===== config.mk =====
export PLATFORM = sky130hd
export DESIGN_NAME = prog_loader
export DESIGN_NICKNAME = d
export VERILOG_FILES = /design/src/rtl/prog_loader.sv
export SDC_FILE = /design/constraint.sdc
export NUM_CORES = 1
export LEC_CHECK = 0
export CAP_MARGIN = 20
export CORE_MARGIN = 5
export CORE_UTILIZATION = 50
export CTS_CLUSTER_DIAMETER = 80
export CTS_CLUSTER_SIZE = 28
export DETAILED_ROUTE_END_ITERATION = 10
export PLACE_DENSITY_LB_ADDON = 0.12
export SLEW_MARGIN = 40
export SYNTH_ARGS = -nofsm -noshare
export SYNTH_HDL_FRONTEND = slang
export SYNTH_SLANG_ARGS = --single-unit

===== constraint.sdc =====
create_clock -name clk -period 3.3 [get_ports clk]
set_input_delay 0.99 -clock clk [delete_from_list [all_inputs] [get_ports clk]]
set_output_delay 0.99 -clock clk [all_outputs]
set_load 0.02 [all_outputs]

===== src/rtl/prog_loader.sv =====
// Byte-stream program loader for cpu2: assembles little-endian words from a host
// link, writes them to IMEM/DMEM through one write port, and gates the CPU reset.
//
// state | meaning
// IDLE  | waiting for a command byte
// CNT0  | expecting word count, low byte
// CNT1  | expecting word count, high byte
// ADR0  | expecting start word address, low byte
// ADR1  | expecting start word address, high byte
// DATA  | collecting the 4 bytes of the current word
// WRITE | one-cycle memory write strobe, input stalled
// RUN   | CPU released from reset (terminal)
// ERR   | illegal command seen, bytes drained and discarded (terminal)
module prog_loader #(
  parameter int          AW       = 10,
  parameter logic [7:0]  CMD_IMEM = 8'hA5,
  parameter logic [7:0]  CMD_DMEM = 8'h5A,
  parameter logic [7:0]  CMD_RUN  = 8'hFF
) (
  input  logic          clk,
  input  logic          rst_,
  input  logic          in_valid,
  input  logic [7:0]    in_data,
  output logic          in_ready,
  output logic          mem_we,
  output logic          mem_sel,
  output logic [AW-1:0] mem_addr,
  output logic [31:0]   mem_wdata,
  output logic          cpu_rst_,
  output logic          busy,
  output logic          load_error
);

  typedef enum logic [3:0] {
    IDLE, CNT0, CNT1, ADR0, ADR1, DATA, WRITE, RUN, ERR
  } state_t;

  state_t        state_q, state_d;
  logic          sel_q, sel_d;
  logic [15:0]   cnt_q, cnt_d;
  logic [AW-1:0] addr_q, addr_d;
  logic [31:0]   wdata_q, wdata_d;
  logic [1:0]    idx_q, idx_d;
  logic          we_q, we_d;
  logic          busy_q, busy_d;
  logic          err_q, err_d;
  logic          cpu_rst_q, cpu_rst_d;
  logic          accept;
  logic [15:0]   adr_full;

  always_comb begin
    state_d   = state_q;
    sel_d     = sel_q;
    cnt_d     = cnt_q;
    addr_d    = addr_q;
    wdata_d   = wdata_q;
    idx_d     = idx_q;
    busy_d    = busy_q;
    err_d     = err_q;
    cpu_rst_d = cpu_rst_q;
    adr_full  = 16'h0000;
    in_ready  = !((state_q == WRITE) || (state_q == RUN));
    accept    = in_valid && in_ready;

    case (state_q)
      IDLE: if (accept) begin
        if ((in_data == CMD_IMEM) || (in_data == CMD_DMEM)) begin
          sel_d   = (in_data == CMD_DMEM);
          busy_d  = 1'b1;
          state_d = CNT0;
        end else if (in_data == CMD_RUN) begin
          cpu_rst_d = 1'b1;
          state_d   = RUN;
        end else begin
          err_d   = 1'b1;
          state_d = ERR;
        end
      end
      CNT0: if (accept) begin
        cnt_d[7:0] = in_data;
        state_d    = CNT1;
      end
      CNT1: if (accept) begin
        cnt_d[15:8] = in_data;
        state_d     = ADR0;
      end
      ADR0: if (accept) begin
        adr_full = {8'h00, in_data};
        addr_d   = adr_full[AW-1:0];
        state_d  = ADR1;
      end
      ADR1: if (accept) begin
        // Address bits above AW are dropped here.
        adr_full = {in_data, addr_q[7:0]};
        addr_d   = adr_full[AW-1:0];
        idx_d    = 2'd0;
        if (cnt_q == 16'd0) begin
          busy_d  = 1'b0;
          state_d = IDLE;
        end else begin
          state_d = DATA;
        end
      end
      DATA: if (accept) begin
        wdata_d[{idx_q, 3'b000} +: 8] = in_data;
        idx_d = idx_q + 2'd1;
        if (idx_q == 2'd3) state_d = WRITE;
      end
      WRITE: begin
        cnt_d = cnt_q - 16'd1;
        if (cnt_q == 16'd1) begin
          busy_d  = 1'b0;
          state_d = IDLE;
        end else begin
          addr_d  = addr_q + AW'(1);
          state_d = DATA;
        end
      end
      RUN: state_d = RUN;
      ERR: state_d = ERR;
      default: state_d = IDLE;
    endcase

    we_d = (state_d == WRITE);
  end

  always_ff @(posedge clk or negedge rst_) begin
    if (!rst_) begin
      state_q   <= IDLE;
      sel_q     <= 1'b0;
      cnt_q     <= 16'h0000;
      addr_q    <= '0;
      wdata_q   <= 32'h0000_0000;
      idx_q     <= 2'd0;
      we_q      <= 1'b0;
      busy_q    <= 1'b0;
      err_q     <= 1'b0;
      cpu_rst_q <= 1'b0;
    end else begin
      state_q   <= state_d;
      sel_q     <= sel_d;
      cnt_q     <= cnt_d;
      addr_q    <= addr_d;
      wdata_q   <= wdata_d;
      idx_q     <= idx_d;
      we_q      <= we_d;
      busy_q    <= busy_d;
      err_q     <= err_d;
      cpu_rst_q <= cpu_rst_d;
    end
  end

  assign mem_we     = we_q;
  assign mem_sel    = sel_q;
  assign mem_addr   = addr_q;
  assign mem_wdata  = wdata_q;
  assign cpu_rst_   = cpu_rst_q;
  assign busy       = busy_q;
  assign load_error = err_q;

endmodule


==> results.yml <==
synthesis:
  synth_mux_area_frac: 0.00265
  synth_edf_count: 0
  synth_xor_area_frac: 0
  synth_top_family_by_area: "simple AND/OR/NAND/NOR gates"
  synth_compound_area_frac: 0.201
  syn_nets: 464
  synth_warnings: 0
  synth_flop_cell: "dfrtp_1"
  synth.largest_area_cell: "dfrtp_1"
  yosysUniqueCellTypes: 61
  syn_area_um2: 3780
  syn_avg_cell_area_um2: 8.53
  ys_seq_elements: 69
  netlist_instances: 443
  yosys-top-cells-area: "dfrtp_1 (46%), nand2_1 (9.2%), o21ai_0 (8.2%)"
  synthSimpleGateAreaFrac: 0.260
  synth_fa_ha_area_frac: 0.0331
  seq_area_frac_synth: 0.457
  synthArstFlopShare: 1.00
  netlist.area_leader.share: 0.457
clocking:
  clk_pin_slew_worst_paths_ps: 80
  clock_sinks: 69
  cts_buffer_depth: 2
  cts_max_level: 3
  numCtsBuffers: 9
  cts-resized-gates: 0
  holdBufCountCts: 0
  insertion_delay_ps: 350
  post-cts-setup-buffers: 0
  cts_tree: "yes"
  root_buffer: "clkbuf_8"
detailed_routing:
  final_antenna_net_count: 0
  wl_per_cell_um: 16.5
  routed_wl_um: 9960
  drc: 0
  viasPerCell: 5.77
  via_count: 3474
  first_iter_violations: 259
  firstDrtPassIters: 5
critical_path:
  required_ps: 2310
  endpoint_kind: "output pin"
  crit_type: "flop to output pin"
  reg2reg_slack_ps: 960
  crit_path_top_delay_cell: "dfrtp_1"
  cp-start-kind: "flop"
  crit_buf_inv: 1
  cp_top_family: "flip-flops"
  cp.arrival_ps: 1880
  r2r_start: "state_q[2]"
  cp_max_fo: 12
  path_cells: "nand3b_1, clkdlybuf4s50_1"
  max_stage_delay_ps: 670
  crit_start: "state_q[3]"
power:
  cellPowerDensity_nw_per_um2: 765
  irDropWorstVdd_mv: 0.432
  power.total_w: 0.00359
  leakage_nw: 1.90
cells_and_area:
  diodes: 0
  drive_gt1_frac: 0.0974
  layout_commonest_cell: "nand2_1"
  fin_util: 0.643
  nets: 519
  syn2layout_area_growth_pct: 24.0
  layout_common_cells: "nand2_1 (93), dfrtp_1 (69), o21ai_0 (62)"
  final_area_um2: 4690
global_routing:
  overflow: 0
  gr-usage-all-layers: 0.217
  grt_pass1_vias: 3237
  antenna_found_initial: 0
  grt_max_degree: 40
  grt_pass1_wl_um: 16600
placement:
  place_area_um2: 4470
  dp_hpwl_um: 6920
  portBuffers: 58
  place.gp.congestion: 0.867
run:
  maxCapViolations: 0
floorplan:
  core_um2: 7290
  std_cell_rows: 31
  die_y_um: 96.9
  start_util: 0.518
  io_pins: 59
  die_area_um2: 9400
  dieWidth_um: 96.9
sta:
  finalCritPeriodShare: 0.871
  fin_tns_setup_ps: 0
  post-route-min-period_ps: 2870
  finClkSkew_ps: 9.95
  tightest_slew_ps: 735
  fmax_mhz: 348
  slew_headroom: 0.503
  setup-violations-final: 0
  hold_viol: 0
  rsz0062_at_grt: "false"
  hold_slack_ps: 457
  maxSlewViolCount: 0
hold_path:
  hold_class: "flop to flop"
  hp-start: "cpu_rst_"
status:
  status: "finished, final reports clean"
[worst register-to-register path: cells and delay by family, from the launching register on]
family	cells	cell delay, ps
AO/OA/AOI/OAI	1	440
flip-flops	1	630
AND/OR/NAND/NOR	4	1150
[layout make-up]
type | instances | area (µm²)
inverter | 12 | 45.0
multi-input combinational | 335 | 1900
tap | 99 | 124
fill | 683 | 2610
clock buffer | 10 | 138
clock inverter | 6 | 62.6
timing repair buffer | 71 | 688
sequential | 69 | 1730
[kinds of logic after synthesis]
logic type / Yosys count
buffers and inverters: 39
multiplexers: 1
AND/OR/NAND/NOR: 197
adder cells (fa/ha/maj): 10
flip-flops: 69
AO/OA/AOI/OAI: 127
[metrics by stage]
step                setup slack, ps  std cells
detailed placement              406        586
global placement                457        586
global route                    362        602
finish                          427        602
CTS                             448        602
floorplan                      1060        443
[cells in the mapped netlist (all sizes together) (3+ instances only)]
master	count
a211oi	3
a21oi	21
a22oi	3
a311oi	3
a31oi	6
and3	4
buf	13
clkbuf	14
dfrtp	69
ha	10
inv	12
nand2	93
nand2b	5
nand3	14
nand3b	4
nand4	8
nor2	33
nor2b	3
nor3	9
nor3b	6
nor4	6
o211ai	3
o21ai	68
or4	3
[routing by layer]
layer	vias to the layer above	GRT usage	share of wire
met1	1644	0.282	0.43
met5	-	0	0
li1	1681	-	-
met2	133	0.351	0.48
met3	16	0.0612	0.066
met4	0	0.0637	0.020
[flip-flops by register name (all words and copies together), names as in the netlist]
signal      count
busy            1
idx_q           2
cnt_q          16
mem_addr       10
mem_we          1
state_q         4
load_error      1
mem_sel         1
cpu_rst_        1
mem_wdata      32
[report_power, final]
group          leakage, nW  switching [W]  internal [W]
logic                0.919       0.000731      0.000619
clock network       0.0943       0.000344      0.000367
registers            0.887       0.000399       0.00113
[final timing paths]
kind                       cells past startpoint           to
min in group asynchronous                      1   state_q[3]
setup / recovery                               2     in_ready
hold / removal                                 1     cpu_rst_
setup reg to reg                               5  mem_addr[3]
hold reg to reg                                1     cpu_rst_
max in group asynchronous                      2     cnt_q[8]
(Power assumes the default switching activity.)
